### src/rtl/bcd_pkg.sv
// Shared types and constants for the binary-to-BCD converter.
// Imported by the interface, the dabble step and the core.
package bcd_pkg;

    typedef enum logic [1:0] {
        IDLE,
        SHIFT,
        WAIT,
        DONE
    } state_t;

    localparam int DELAY_W = 5;

    // Decimal digits needed for a w-bit unsigned value: ceil(w*log10(2)).
    // 2^w is never a power of ten, so the ceiling never lands on an integer.
    function automatic int min_digits(input int w);
        return (w * 30103 + 99999) / 100000;
    endfunction

endpackage

### src/rtl/bcd_if.sv
// Input and output valid/ready channels of the BCD converter.
// The producer/consumer side is master; the converter is slave.
interface bcd_if
    import bcd_pkg::*;
#(
    parameter int data_WIDTH = 8,
    parameter int DIGITS     = 3
);

    logic                  in_valid;
    logic                  in_ready;
    logic [data_WIDTH-1:0] in_data;
    logic                  out_valid;
    logic                  out_ready;
    logic [4*DIGITS-1:0]   out_bcd;

    modport master (
        output in_valid, in_data, out_ready,
        input  in_ready, out_valid, out_bcd
    );

    modport slave (
        input  in_valid, in_data, out_ready,
        output in_ready, out_valid, out_bcd
    );

endinterface

### src/rtl/bcd_dabble_step.sv
// One shift-and-add-3 step: correct every digit >= 5, then shift
// the {digits, binary} pair left by one bit.
module bcd_dabble_step
    import bcd_pkg::*;
#(
    parameter int W      = 8,
    parameter int DIGITS = 3
) (
    input  logic [4*DIGITS-1:0] dig_i,
    input  logic [W-1:0]        bin_i,
    output logic [4*DIGITS-1:0] dig_o,
    output logic [W-1:0]        bin_o
);

    logic [4*DIGITS-1:0] adj;

    always_comb begin
        adj = dig_i;
        for (int i = 0; i < DIGITS; i++) begin
            if (adj[4*i +: 4] >= 4'd5)
                adj[4*i +: 4] = adj[4*i +: 4] + 4'd3;
        end
    end

    assign dig_o = {adj[4*DIGITS-2:0], bin_i[W-1]};
    assign bin_o = bin_i << 1;

endmodule

### src/rtl/bcd_core.sv
// Sequential double-dabble converter with optional post-delay and
// digit reversal; counts completed output handshakes.
module bcd_core
    import bcd_pkg::*;
#(
    parameter int data_WIDTH = 8,
    parameter int DIGITS     = 3,
    parameter int DELAY_W    = bcd_pkg::DELAY_W
) (
    input  logic               clk,
    input  logic               rst,
    bcd_if.slave               bus,
    input  logic               reverse_order,
    input  logic [DELAY_W-1:0] delay,
    output logic               busy,
    output logic [7:0]         conv_count
);

    localparam int SW = $clog2(data_WIDTH + 1);
    localparam logic [SW-1:0] LAST = SW'(data_WIDTH - 1);

    if (DIGITS < min_digits(data_WIDTH)) begin : g_digits_chk
        $error("bcd_core: DIGITS too small for data_WIDTH");
    end

    state_t                state_q, state_d;
    logic [data_WIDTH-1:0] bin_q;
    logic [4*DIGITS-1:0]   dig_q;
    logic [SW-1:0]         step_q;
    logic [DELAY_W-1:0]    timer_q;
    logic [DELAY_W-1:0]    dly_q;
    logic                  rev_q;
    logic [4*DIGITS-1:0]   out_q;
    logic [7:0]            cnt_q;

    logic [4*DIGITS-1:0]   step_dig;
    logic [data_WIDTH-1:0] step_bin;
    logic [4*DIGITS-1:0]   src;
    logic [4*DIGITS-1:0]   rev_dig;
    logic [4*DIGITS-1:0]   result;
    logic                  accept;
    logic                  last_step;

    bcd_dabble_step #(
        .W      (data_WIDTH),
        .DIGITS (DIGITS)
    ) u_step (
        .dig_i (dig_q),
        .bin_i (bin_q),
        .dig_o (step_dig),
        .bin_o (step_bin)
    );

    always_comb begin
        state_d   = state_q;
        accept    = 1'b0;
        last_step = 1'b0;
        unique case (state_q)
            IDLE: if (bus.in_valid) begin
                accept  = 1'b1;
                state_d = SHIFT;
            end
            SHIFT: if (step_q == LAST) begin
                last_step = 1'b1;
                state_d   = (dly_q == '0) ? DONE : WAIT;
            end
            WAIT: if (timer_q == DELAY_W'(1)) state_d = DONE;
            DONE: if (bus.out_ready) state_d = IDLE;
            default: state_d = IDLE;
        endcase
    end

    // Result is captured on DONE entry: from the final step or from dig_q after WAIT.
    always_comb begin
        src     = (state_q == SHIFT) ? step_dig : dig_q;
        rev_dig = '0;
        for (int i = 0; i < DIGITS; i++)
            rev_dig[4*i +: 4] = src[4*(DIGITS-1-i) +: 4];
        result = rev_q ? rev_dig : src;
    end

    always_ff @(posedge clk) begin
        if (rst) begin
            state_q <= IDLE;
            bin_q   <= '0;
            dig_q   <= '0;
            step_q  <= '0;
            timer_q <= '0;
            dly_q   <= '0;
            rev_q   <= 1'b0;
            out_q   <= '0;
            cnt_q   <= '0;
        end else begin
            state_q <= state_d;
            if (accept) begin
                bin_q  <= bus.in_data;
                rev_q  <= reverse_order;
                dly_q  <= delay;
                dig_q  <= '0;
                step_q <= '0;
            end
            if (state_q == SHIFT) begin
                bin_q  <= step_bin;
                dig_q  <= step_dig;
                step_q <= step_q + 1'b1;
                if (last_step) timer_q <= dly_q;
            end
            if (state_q == WAIT) timer_q <= timer_q - 1'b1;
            if (state_d == DONE && state_q != DONE) out_q <= result;
            if (state_q == DONE && bus.out_ready) cnt_q <= cnt_q + 1'b1;
        end
    end

    assign bus.in_ready  = (state_q == IDLE);
    assign bus.out_valid = (state_q == DONE);
    assign bus.out_bcd   = out_q;
    assign busy          = (state_q != IDLE);
    assign conv_count    = cnt_q;

endmodule

### src/flat_wrapper.sv
// flat-port wrapper written by rule: the top's interface ports become plain ports
module bcd_core_flat import bcd_pkg::*;
#(
    parameter int data_WIDTH = 8,
    parameter int DIGITS     = 3,
    parameter int DELAY_W    = bcd_pkg::DELAY_W
)
  (clk, rst, reverse_order, delay, busy, conv_count, bus_in_valid, bus_in_data, bus_out_ready, bus_in_ready, bus_out_valid, bus_out_bcd);
  bcd_if #(.data_WIDTH(data_WIDTH), .DIGITS(DIGITS)) bus_i ();
  input  logic clk;
  input  logic rst;
  input  logic reverse_order;
  input  logic [DELAY_W-1:0] delay;
  output logic busy;
  output logic [7:0] conv_count;
  input wire logic [$bits(bus_i.in_valid)-1:0] bus_in_valid;
  input wire logic [$bits(bus_i.in_data)-1:0] bus_in_data;
  input wire logic [$bits(bus_i.out_ready)-1:0] bus_out_ready;
  output wire logic [$bits(bus_i.in_ready)-1:0] bus_in_ready;
  output wire logic [$bits(bus_i.out_valid)-1:0] bus_out_valid;
  output wire logic [$bits(bus_i.out_bcd)-1:0] bus_out_bcd;
  assign bus_i.in_valid = bus_in_valid;
  assign bus_i.in_data = bus_in_data;
  assign bus_i.out_ready = bus_out_ready;
  assign bus_in_ready = bus_i.in_ready;
  assign bus_out_valid = bus_i.out_valid;
  assign bus_out_bcd = bus_i.out_bcd;
  bcd_core #(.data_WIDTH(data_WIDTH), .DIGITS(DIGITS), .DELAY_W(DELAY_W)) u_core (.clk(clk), .rst(rst), .bus(bus_i), .reverse_order(reverse_order), .delay(delay), .busy(busy), .conv_count(conv_count));
endmodule
### config.mk
export PLATFORM = sky130hd
export DESIGN_NAME = bcd_core_flat
export DESIGN_NICKNAME = d
export VERILOG_FILES = /design/src/rtl/bcd_pkg.sv /design/src/rtl/bcd_if.sv /design/src/rtl/bcd_dabble_step.sv /design/src/rtl/bcd_core.sv /design/src/flat_wrapper.sv
export SDC_FILE = /design/constraint.sdc
export NUM_CORES = 1
export LEC_CHECK = 0
export BUFFER_PORTS_ARGS = -buffer_cell sky130_fd_sc_hd__clkbuf_2
export CORE_MARGIN = 8
export CORE_UTILIZATION = 60
export CTS_BUF_LIST = sky130_fd_sc_hd__clkbuf_2 sky130_fd_sc_hd__clkbuf_4 sky130_fd_sc_hd__clkbuf_8
export DETAILED_ROUTE_END_ITERATION = 6
export GPL_ROUTABILITY_DRIVEN = 0
export PLACE_DENSITY = 0.83
export SYNTH_ARGS = -nofsm -noshare
export SYNTH_HDL_FRONTEND = slang
export SYNTH_HIERARCHICAL = 1
export SYNTH_SLANG_ARGS = --single-unit
### constraint.sdc
create_clock -name clk -period 2.5 [get_ports clk]
set_input_delay 0.375 -clock clk [delete_from_list [all_inputs] [get_ports clk]]
set_output_delay 0.375 -clock clk [all_outputs]
set_load 0.01 [all_outputs]
# Yosys cells after proc, flatten, opt, wreduce, memory -nomap -nowiden
# Cells that the tools add are included.
# word_totals
reg_bits	57
elab_cells	60
# classes
addsub	6
magnitude_cmp	3
eq_ne	7
n_mux	24
reduce_logical	10
# ops
operator	n
$mux 12	4
$mux 4	4
$mux 8	2
$mux 5	3
$ge 4x3->1 const B	3
$add 4x2->4 const B	2
$add 8x1->8 const B	1
$mux 2	4
$pmux 2 s4	1
$reduce_bool 2->1	4
$eq 2x2->1 const B	3
$eq 5x1->1 const B	1
$logic_not 5->1	1
$mux 1	5
$sub 5x1->5 const B	1
$add 4x1->4 const B	1
$eq 4x3->1 const B	1
$add 3x2->3 const B	1
$mux 3	1
$eq 2x1->1 const B	1
$logic_and 1x1->1	2
$logic_not 2->1	1
$ne 2x2->1 const B	1
$reduce_and 2->1	1
$reduce_or 2->1	1

# Depth between registers and ports, before layout
# Gate-level depths: netlist (run 1).
# depth
ltp_word	6
mapped_depth	9
depth_no_buf	9

# Modules after synthesis
# Netlist (run 1), hierarchy kept.
# by_module_without_submodules
module	instances	cells_per_inst	area_each_um2	seq_area_each_um2
bcd_core	1	320	2717.6	1141.1
bcd_dabble_step	1	54	355.3	0.0

# Worst setup path before layout (run 1)
# No wires, ideal clock.
# synth_timing
path_type	reg2reg
startpoint	register u_core.state_q[0]
endpoint	register u_core.out_q[1], in the netlist u_core/bus.out_bcd[1]
setup_ps	69
t_arrival_ps	1886
path_slack_ps	545
stages_incl_launch_ff	9
synth_period_minus_slack_ps	1955
path_cell_list	dfxtp_1 > inv_1 > ha_1 > and2_1 > buf_4 > nor2_2 > o211a_4 > or4_1 > o21ai_1
# synth_between
elab_chain_len	4
elab_cells_between_ends	14
# synth_rtl
element	line_no	source
start: declaration	bcd_core.sv:26	state_t state_q, state_d;
start signal: assignment	bcd_core.sv:94	state_q <= state_d;
$logic_not 2->1	-	
via bus_in_ready	flat_wrapper.sv:19	output wire logic [$bits(bus_i.in_ready)-1:0] bus_in_ready;
$pmux 2 s4	bcd_core.sv:58	unique case (state_q)
$eq 2x2->1	bcd_core.sv:109	if (state_d == DONE && state_q != DONE) out_q <= result;
$logic_and 1x1->1	bcd_core.sv:109	
end signal: assignment	bcd_core.sv:109	
end: declaration	bcd_core.sv:33	logic [4*DIGITS-1:0] out_q;
# The timed path passes the listed nets, and every way through them passes these cells.
# A chain may end at the register's enable or synchronous reset.

# Final worst setup path (run 1)
# layout_timing
startpoint	register u_core.state_q[0]
endpoint	register u_core.out_q[9], in the netlist u_core/bus.out_bcd[9]
# layout_between
elab_chain_len	4
elab_cells_between_ends	14
# layout_rtl
element	line_no
$eq 2x2->1, or another cell as far along	bcd_core.sv:58
$pmux 2 s4	bcd_core.sv:58
$eq 2x2->1	bcd_core.sv:109
$logic_and 1x1->1	bcd_core.sv:109
# Several ways; a longest one is shown, not always the timed one.

==> reports/qor.yml, run 1 <==
relSlewSlack_pct: 56.85
critPathSlowestCell: "nor2_2"
initial_core_util_pct: 61.34
ctsResizeCount: 0
path_cells: "inv_1 -> ha_1 -> nor4b_1 -> nand3b_1 -> o211a_4 -> nor2_2 -> o21ai_0"
fillers: 395
rsz0062_at_grt: "false"
synthesis.nets: 406
worstPathBufferInverterCount: 1
hp-class: "primary input to flip-flop"
cts_buffers: 9
peakVddDrop_mv: 0.4266
start_kind: "flip-flop"
critPathRequiredTime_ns: 2.70
cp.arrival_ns: 2.40
hold_slack_ns: 0.2605
first_pass_iters: 5
postCtsSetupBuffers: 0
viasPerCell: 5.560
cts-htree-levels: 3
antenna_found_initial: 0
worst_hold_startpoint: "delay[3]"
max_stage_delay_ns: 0.43
grt_pass1_wl_um: 11310
worstPathMaxFanout: 12
die_x_um: 87.57
vias: 2652
grt_pass1_vias: 2498
syn_area_mm2: 0.003073
cts_sinks: 57
fin_area_mm2: 0.003491
clockPowerShare_pct: 46.0
grt_max_degree: 33
synth_cell_type_count: 46
async_flop_share_pct: 0
whs_endpoint: "u_core/dly_q[3]$_SDFFE_PP0P_"
switching_share_pct: 23.26
ys.flop_type: "dfxtp_1"
p_seq_share_pct: 43.9
finalClockSkew_ns: 0.003324
rows: 26
die_h_um: 87.57
clk_pin_slew_ns: 0.06
areaGrowthSynthToFinish_pct: 13.60
final_core_util_pct: 69.68
netlist_instances: 374
min_period_over_period_pct: 88.21
yosysWarnings: 6
design.portCount: 41
clk_latency_ns: 0.34
synth_seq_area_share_pct: 37.13
drt_iter0_drc: 129
drive_gt1_share_pct: 19.90
status: "finished, final reports clean"
rr_worst_depth: 7
p_int_mw: 1.666
placed_cell_area_mm2: 0.003258
hold_viol: 0
syn_avg_cell_area_um2: 8.216
die_area_mm2: 0.007668
core_mm2: 0.005010
drt_wl_total_um: 6675
critical_path.top_delay_family: "simple AND/OR/NAND/NOR gates"
rr_endpoint: "u_core/bus.out_bcd[9]$_SDFFE_PP0P_"
diodes: 0
max_freq_mhz: 453.5
drv_slew: 0
finalSetupViolCount: 0
grtUsageTotal_pct: 18.75
cts_hold_buffers: 0
numPortBuffers: 40
clockBufferDepth: 2
end_kind: "flip-flop"
nets: 435
worstReg2RegStart: "u_core/state_q[0]$_SDFF_PP0_"
power_switching_mw: 0.5051
cts_tree: "built"
wl_per_cell_um: 13.99
post-route-drc-count: 0
dp_hpwl_um: 4799
drv_cap: 0
power_density_mw_per_mm2: 621.9
hold_path_depth: 3
leakage_nw: 1.379
regToRegSetupSlack_ns: 0.29
setup_tns_ns: 0
grt_overflow: 0
comb_power_share_pct: 10.1
min_period_ns: 2.205
tightest_slew_ns: 0.6430
crit_type: "flip-flop to flip-flop"
synth_edf_count: 0
drtAntennaViolNets: 0
ys_ff_latch: 57
root_buffer: "clkbuf_8"
[stage by stage]
stage                     total power, mW  instances  setup slack [ns]
after global routing                2.272        477            0.1390
after global placement              1.184        462            0.4412
final                               2.171        477            0.2949
after detailed placement            1.191        462            0.3369
after CTS                           2.192        477            0.3230
after floorplan                     1.145        374            0.5453
[flip-flops by register name (all words and copies together) (netlist names)]
register	cells
u_core/bus.out_bcd	12
u_core/state_q	2
u_core/dig_q	12
u_core/rev_q	1
u_core/bin_q	8
u_core/timer_q	5
u_core/conv_count	8
u_core/step_q	4
u_core/dly_q	5
[how the worst max path moves through the flow]
stage,startpoint,end,slack [ns],cells past startpoint
after floorplan,u_core/state_q[0]$_SDFF_PP0_,u_core/bus.out_bcd[1]$_SDFFE_PP0P_,0.55,8
after global placement,u_core/state_q[0]$_SDFF_PP0_,u_core/bus.out_bcd[9]$_SDFFE_PP0P_,0.44,7
after detailed placement,u_core/state_q[0]$_SDFF_PP0_,u_core/bus.out_bcd[10]$_SDFFE_PP0P_,0.34,7
final,u_core/state_q[0]$_SDFF_PP0_,u_core/bus.out_bcd[9]$_SDFFE_PP0P_,0.29,7
after CTS,u_core/state_q[0]$_SDFF_PP0_,u_core/bus.out_bcd[9]$_SDFFE_PP0P_,0.32,7
after global routing,u_core/state_q[1]$_SDFF_PP0_,u_core/bus.out_bcd[9]$_SDFFE_PP0P_,0.14,6
[cell usage after synthesis, types with 2 or more instances]
library cell / instances / area (um^2)
or4_1: 9 / 67.56
xor2_1: 4 / 35.03
dfxtp_1: 57 / 1141
nand3b_1: 3 / 22.52
nand4_1: 3 / 18.77
o21ai_0: 10 / 50.05
a211oi_1: 3 / 22.52
clkbuf_1: 14 / 52.55
nand3_1: 5 / 25.02
a211oi_2: 2 / 25.02
inv_1: 15 / 56.30
nor2_2: 2 / 12.51
buf_4: 10 / 75.07
a22oi_1: 9 / 67.56
xnor2_1: 5 / 43.79
nor3_1: 9 / 45.04
a21oi_1: 42 / 210.2
nor2_1: 40 / 150.1
buf_2: 3 / 15.01
nand2b_1: 13 / 81.33
a21oi_2: 3 / 26.28
nand2_1: 44 / 165.2
ha_1: 14 / 175.2
mux2i_1: 16 / 160.2
mux2_2: 8 / 90.09
o21ai_1: 8 / 40.04
a21o_1: 3 / 22.52
o211ai_1: 2 / 15.01
[tightest hold or removal path: stages]
cell and delay (ns):
clkbuf_2 0.08, nand2_1 0.05, a21oi_1 0.05
[placed cells by master (no fill, tap or decap), drive strengths merged, types with 8 or more instances in the layout]
cell and n:
or4 9, mux2 8, nand2b 13, o21ai 18, dfxtp 57, inv 15, mux2i 16, ha 14
a22oi 9, nor3 9, nand2 44, clkbuf 53, a21oi 45, nor2 42
[power groups by stage]
stage               Combinational [mW]  Clock (mW)  Sequential (mW)
floorplan                        0.182           0            0.964
CTS                              0.219        1.02            0.953
global placement                 0.212           0            0.972
detailed placement               0.218           0            0.973
finish                           0.219       0.999            0.954
global route                     0.245        1.07            0.956
[cell families (layout without fill, tap and decap cells)]
kind of cell	after synthesis	in the layout	synth area share, %
AND/OR/NAND/NOR	137	137	21.25
XOR/XNOR	9	9	2.565
other	1	1	0.1220
flip-flops	57	57	37.13
buffers and inverters	44	77	6.962
AO/OA/AOI/OAI	88	88	18.12
multiplexers	24	24	8.143
adder cells (fa/ha/maj)	14	14	5.700
[routing by layer]
| metal | vias up | global-route usage (%) | part of all wire (%) |
|---|---|---|---|
| li1 | 1344 | - | - |
| met1 | 1246 | 21.64 | 46 |
| met2 | 53 | 30.92 | 48 |
| met3 | 9 | 5.816 | 4.9 |
| met4 | 0 | 8.750 | 1.3 |
| met5 | - | 0 | 0 |
[final cells by class]
type / instances / area, um^2 / share of cell area, %
multi-input combinational: 273 / 1720 / 49.28
sequential: 57 / 1141 / 32.69
timing repair buffer: 47 / 252.7 / 7.240
clock buffer: 13 / 172.7 / 4.946
tap: 70 / 87.58 / 2.509
clock inverter: 2 / 60.06 / 1.720
inverter: 15 / 56.30 / 1.613
(Power assumes the default switching activity.)
==> inputs of run 2 (changes only) <==
- CORE_MARGIN: 8 -> 10
==> run 2 against run 1 <==
  * Global-route usage is 2.0 points lower
  * Combinational power up 2%
  * Worst setup slack gained 0.0051 ns
  * Utilization is 1.9 points higher
  * Largest power group is now registers
  * Highest routed layer unchanged
==> reports/qor.yml, run 2 (synthesis gave the netlist of run 1 again) <==
ctsResizeCount: 0  # unchanged
clk_pin_slew_ns: 0.06  # about the same
drv_cap: 0  # unchanged
cp.arrival_ns: 2.41  # about the same
drt_iter0_drc: 201  # +56%
drtAntennaViolNets: 0  # unchanged
relSlewSlack_pct: 58.72  # +1.9 points
clk_latency_ns: 0.34  # about the same
critPathSlowestCell: "nor2_2"
grt_max_degree: 32  # -3.0%
cts_tree: "built"
worstReg2RegStart: "u_core/state_q[0]$_SDFF_PP0_"
instances_no_fill: 474  # -0.63%
worstPathBufferInverterCount: 1  # unchanged
rsz0062_at_grt: "false"
tightest_slew_ns: 0.6150  # -0.02796 ns
vias: 2684  # +1.2%
grt_pass1_wl_um: 11700  # +3.4%
dp_hpwl_um: 4919  # +2.5%
placed_cell_area_mm2: 0.003254  # -0.12%
antenna_found_initial: 0  # unchanged
viasPerCell: 5.662  # +1.8%
placedCellCount: 459  # -0.65%
max_freq_mhz: 454.5  # +0.23%
rr_endpoint: "u_core/bus.out_bcd[11]$_SDFFE_PP0P_"
die_area_mm2: 0.008384  # +9.3%
worstPathMaxFanout: 12  # unchanged
wl_per_cell_um: 14.74  # +5.3%
status: "finished, final reports clean"
end_kind: "flip-flop"
die_x_um: 91.57  # +4.6%
die_h_um: 91.57  # +4.6%
drive_gt1_share_pct: 19.90  # unchanged
first_pass_iters: 5  # unchanged
layout_common_cells: "dfxtp_1 (57), nand2_1 (44), a21oi_1 (42), clkbuf_2 (40), nor2_1 (40)"
rr_worst_depth: 7  # unchanged
grtUsageTotal_pct: 16.73  # -2.0 points
areaGrowthSynthToFinish_pct: 12.87
core_mm2: 0.004848  # -3.2%
postCtsSetupBuffers: 0  # unchanged
min_period_ns: 2.200  # -0.005148 ns
root_buffer: "clkbuf_8"
max_stage_delay_ns: 0.41  # -0.02 ns
leakage_nw: 1.371  # -0.55%
initial_core_util_pct: 63.38  # +2.0 points
critical_path.top_delay_family: "simple AND/OR/NAND/NOR gates"
crit_type: "flip-flop to flip-flop"
grt_pass1_vias: 2528  # +1.2%
hp-class: "primary input to flip-flop"
peakVddDrop_mv: 0.3718  # -13%
clockBufferDepth: 2  # unchanged
min_period_over_period_pct: 88.00  # -0.21 points
post-route-drc-count: 0  # unchanged
regToRegSetupSlack_ns: 0.30  # about the same
critPathRequiredTime_ns: 2.71  # about the same
numPortBuffers: 40  # unchanged
layout_commonest_cell: "dfxtp_1"
nets: 435  # unchanged
hold_viol: 0  # unchanged
cts_hold_buffers: 0  # unchanged
cts_sinks: 57  # unchanged
setup_tns_ns: 0  # unchanged
finalClockSkew_ns: 0.005046  # +0.001722 ns
crit_start: "u_core/state_q[0]$_SDFF_PP0_"
fin_area_mm2: 0.003468  # -0.65%
start_kind: "flip-flop"
power_density_mw_per_mm2: 603.4  # -3.0%
cp.depth: 7  # unchanged
cp-endpoint: "u_core/bus.out_bcd[11]$_SDFFE_PP0P_"
rows: 25  # -3.8%
drt_wl_total_um: 6987  # +4.7%
cts-htree-levels: 3  # unchanged
path_cells: "inv_1 -> ha_1 -> nor4b_1 -> nand3b_1 -> o211a_4 -> nor2_2 -> o21ai_0"
cts_buffers: 9  # unchanged
finalSetupViolCount: 0  # unchanged
design.portCount: 41  # unchanged
grt_overflow: 0  # unchanged
diodes: 0  # unchanged
drv_slew: 0  # unchanged
-- run 2: cell count changes in the layout (fill, tap and decap cells not counted) --
cell       change
clkbuf_8       +1
clkbuf_4       -1
bufinv_16      -1
clkinv_2       +1
-- run 2: metal layers --
metal	part of all wire [%]	GRT usage, %
met1	45	19.94
met2	48	26.90
met3	5.5	4.691
met4	2.0	8.355
met5	0	0
-- run 2: worst min path at each step --
stage	from	to	depth (start not counted)
final	delay[4]	u_core/dly_q[4]$_SDFFE_PP0P_	3
after global placement	u_core/bus.out_bcd[2]$_SDFFE_PP0P_	u_core/bus.out_bcd[2]$_SDFFE_PP0P_	2
after detailed placement	u_core/bus.out_bcd[2]$_SDFFE_PP0P_	u_core/bus.out_bcd[2]$_SDFFE_PP0P_	2
after floorplan	u_core/dly_q[4]$_SDFFE_PP0P_	u_core/dly_q[4]$_SDFFE_PP0P_	2
after global routing	delay[3]	u_core/dly_q[3]$_SDFFE_PP0P_	3
after CTS	delay[4]	u_core/dly_q[4]$_SDFFE_PP0P_	3
-- run 2: cell type report --
cell class	count	area (um^2)
multi-input combinational	273	1720
timing repair buffer	47	252.7
fill	408	1380
clock inverter	2	35.03
inverter	15	56.30
tap	67	83.83
clock buffer	13	178.9
sequential	57	1141
-- run 2: where the power goes --
| part | leakage, nW | internal, mW | total [mW] | switching, mW |
|---|---|---|---|---|
| clock | 0.112 | 0.562 | 0.917 | 0.355 |
| sequential | 0.462 | 0.932 | 0.953 | 0.0213 |
| combinational | 0.798 | 0.0861 | 0.223 | 0.137 |
-- run 2: through the flow --
stage	total power [mW]	setup WS, ns	hold WS (ns)	utilization (%)
after floorplan	1.145	0.5453	0.4486	-
after global placement	1.186	0.4840	0.4606	67.12
after detailed placement	1.191	0.3509	0.4616	67.12
after CTS	2.104	0.3274	0.2441	71.54
after global routing	2.175	0.05367	0.2526	71.54
final	2.093	0.3000	0.2487	71.54
-- run 2: tightest hold or removal path, stage by stage --
cell and delay, ns:
clkbuf_2 0.08, nand2_1 0.04, a21oi_1 0.05
==> inputs of run 3 (changes only) <==
- clock period: 2.5 -> 2.15 ns (I/O delays scaled with it)
==> run 3 against run 2 <==
  * Fmax rose by 2.9%
  * Flip-flop and latch count unchanged
  * Non-clock buffer count is 8 higher
  * Critical path depth up 2
  * First-iteration DRC count decreased by 20%
  * Die area is the same
  * Clock power grew 25%
  * Total power grew 21%
==> reports/qor.yml, run 3 (synthesis gave the netlist of run 1 again) <==
hp-class: "primary input to flip-flop"
finalClockSkew_ns: 0.009578  # +0.004532 ns
grt_overflow: 0  # unchanged
whs_endpoint: "u_core/dly_q[0]$_SDFFE_PP0P_"
nets: 443  # +1.8%
path_cells: "inv_2 -> ha_2 -> nand2b_4 -> a21oi_4 -> mux2i_2 -> mux2_4 -> mux2i_1 -> or4_1 -> o21ai_1"
max_freq_mhz: 467.8  # +2.9%
vias: 2729  # +1.7%
rr_worst_depth: 9  # +2
setup_tns_ns: 0  # unchanged
placedCellCount: 463  # +0.87%
worstReg2RegStart: "u_core/dig_q[9]$_SDFFE_PP0P_"
first_pass_iters: 4  # -1
wl_per_cell_um: 15.48  # +5.0%
drv_cap: 0  # unchanged
drtAntennaViolNets: 0  # unchanged
min_period_over_period_pct: 99.43  # +11 points
leakage_nw: 1.418  # +3.4%
layout_common_cells: "dfxtp_1 (51), nand2_1 (44), a21oi_1 (42), clkbuf_2 (40), nor2_1 (40)"
clockBufferDepth: 2  # unchanged
crit_type: "flip-flop to flip-flop"
clk_latency_ns: 0.33  # about the same
peakVddDrop_mv: 0.3746  # +0.74%
p_total_mw: 2.539  # +21%
grt_pass1_wl_um: 11790  # +0.77%
critPathSlowestCell: "or4_1"
post-route-drc-count: 0  # unchanged
start_kind: "flip-flop"
die_x_um: 91.57  # unchanged
fillers: 333  # -18%
cts_sinks: 57  # unchanged
drv_slew: 0  # unchanged
hold_viol: 0  # unchanged
design.portCount: 41  # unchanged
initial_core_util_pct: 63.38  # unchanged
end_kind: "flip-flop"
worstPathMaxFanout: 3  # -9
dp_hpwl_um: 4917  # about the same
drt_iter0_drc: 161  # -20%
layout_commonest_cell: "dfxtp_1"
worst_hold_startpoint: "delay[0]"
grt_max_degree: 34  # +6.3%
power_density_mw_per_mm2: 695.8  # +15%
rows: 25  # unchanged
worstPathBufferInverterCount: 1  # unchanged
die_h_um: 91.57  # unchanged
drt_wl_total_um: 7479  # +7.0%
instances_no_fill: 483  # +1.9%
antenna_found_initial: 0  # unchanged
core_mm2: 0.004848  # unchanged
cp.arrival_ns: 2.40  # about the same
grt_pass1_vias: 2653  # +4.9%
cts-htree-levels: 3  # unchanged
hold_path_depth: 3  # unchanged
numPortBuffers: 40  # unchanged
areaGrowthSynthToFinish_pct: 18.77
grtUsageTotal_pct: 16.90  # +0.17 points
critical_path.top_delay_family: "simple AND/OR/NAND/NOR gates"
cts_tree: "built"
cts_hold_buffers: 0  # unchanged
cts_buffers: 9  # unchanged
max_stage_delay_ns: 0.54  # +0.13 ns
finalSetupViolCount: 0  # unchanged
drive_gt1_share_pct: 25.72  # +5.8 points
die_area_mm2: 0.008384  # unchanged
diodes: 0  # unchanged
min_period_ns: 2.138  # -0.06225 ns
root_buffer: "clkbuf_8"
status: "finished, final reports clean"
clk_pin_slew_ns: 0.07  # about the same
viasPerCell: 5.650  # -0.22%
critPathRequiredTime_ns: 2.41  # -0.30 ns
final_core_util_pct: 75.28  # +3.7 points
rr_endpoint: "u_core/bus.out_bcd[10]$_SDFFE_PP0P_"
regToRegSetupSlack_ns: 0.01  # -0.29 ns
## run 3: worst max-delay path by stage
stage                                  from                                  end  slack [ns]  cells past startpoint
2_1_floorplan  u_core/state_q[0]$_SDFF_PP0_   u_core/bus.out_bcd[1]$_SDFFE_PP0P_        0.20                      8
3_3_place_gp   u_core/dig_q[1]$_SDFFE_PP0P_   u_core/bus.out_bcd[2]$_SDFFE_PP0P_        0.16                      9
3_5_place_dp   u_core/state_q[0]$_SDFF_PP0_   u_core/bus.out_bcd[0]$_SDFFE_PP0P_        0.05                      7
4_1_cts        u_core/dig_q[1]$_SDFFE_PP0P_  u_core/bus.out_bcd[10]$_SDFFE_PP0P_       0.003                      9
5_1_grt        u_core/dig_q[9]$_SDFFE_PP0P_  u_core/bus.out_bcd[10]$_SDFFE_PP0P_       -0.05                      9
6_report       u_core/dig_q[9]$_SDFFE_PP0P_  u_core/bus.out_bcd[10]$_SDFFE_PP0P_        0.01                      9
## run 3: layout make-up
cell class / instances / area, um^2 / area share (%)
multi-input cells: 273 / 1807 / 49.50
flip-flops and latches: 57 / 1149 / 31.47
repair buffers: 55 / 325.3 / 8.913
clock buffers: 11 / 151.4 / 4.148
well taps: 67 / 83.83 / 2.297
clock inverters: 5 / 77.57 / 2.125
inverters: 15 / 56.30 / 1.543
## run 3: layer usage
| layer | GRT usage [%] | vias to the layer above | share of wire [%] |
|---|---|---|---|
| met1 | 18.98 | 1266 | 43 |
| met5 | 0 | - | 0 |
| met2 | 27.84 | 90 | 49 |
| met4 | 7.963 | 0 | 1.3 |
| li1 | - | 1361 | - |
| met3 | 6.091 | 12 | 6.8 |
## run 3: through the flow
step                worst slack, ns  hold WS [ns]  instance area, um^2
global route               -0.04887        0.2104                 3650
global placement             0.1602        0.4555                 3297
floorplan                    0.1953        0.4486                 3073
detailed placement          0.04772        0.4625                 3297
CTS                        0.003401        0.2039                 3531
finish                      0.01226        0.2143                 3650
## run 3: worst min-delay path: cells and delay by family
family	cells	cell delay, ns
AOI/OAI and AO/OA	1	0.05
buffers and inverters	1	0.08
and+or+nand+nor	1	0.04
## run 3: power by group
group	switching (mW)	internal, mW
Combinational	0.164	0.113
Sequential	0.0272	1.08
Clock	0.441	0.712
Total	0.632	1.91
## run 3: what timing repair did
action                                 in CTS  in global routing
gates cloned                                0                  0
pin swaps                                   0                  3
setup endpoints to repair                   1                 10
gates resized for setup                     1                 24
buffers inserted                            0                  4
endpoints found under the hold margin       0                  0
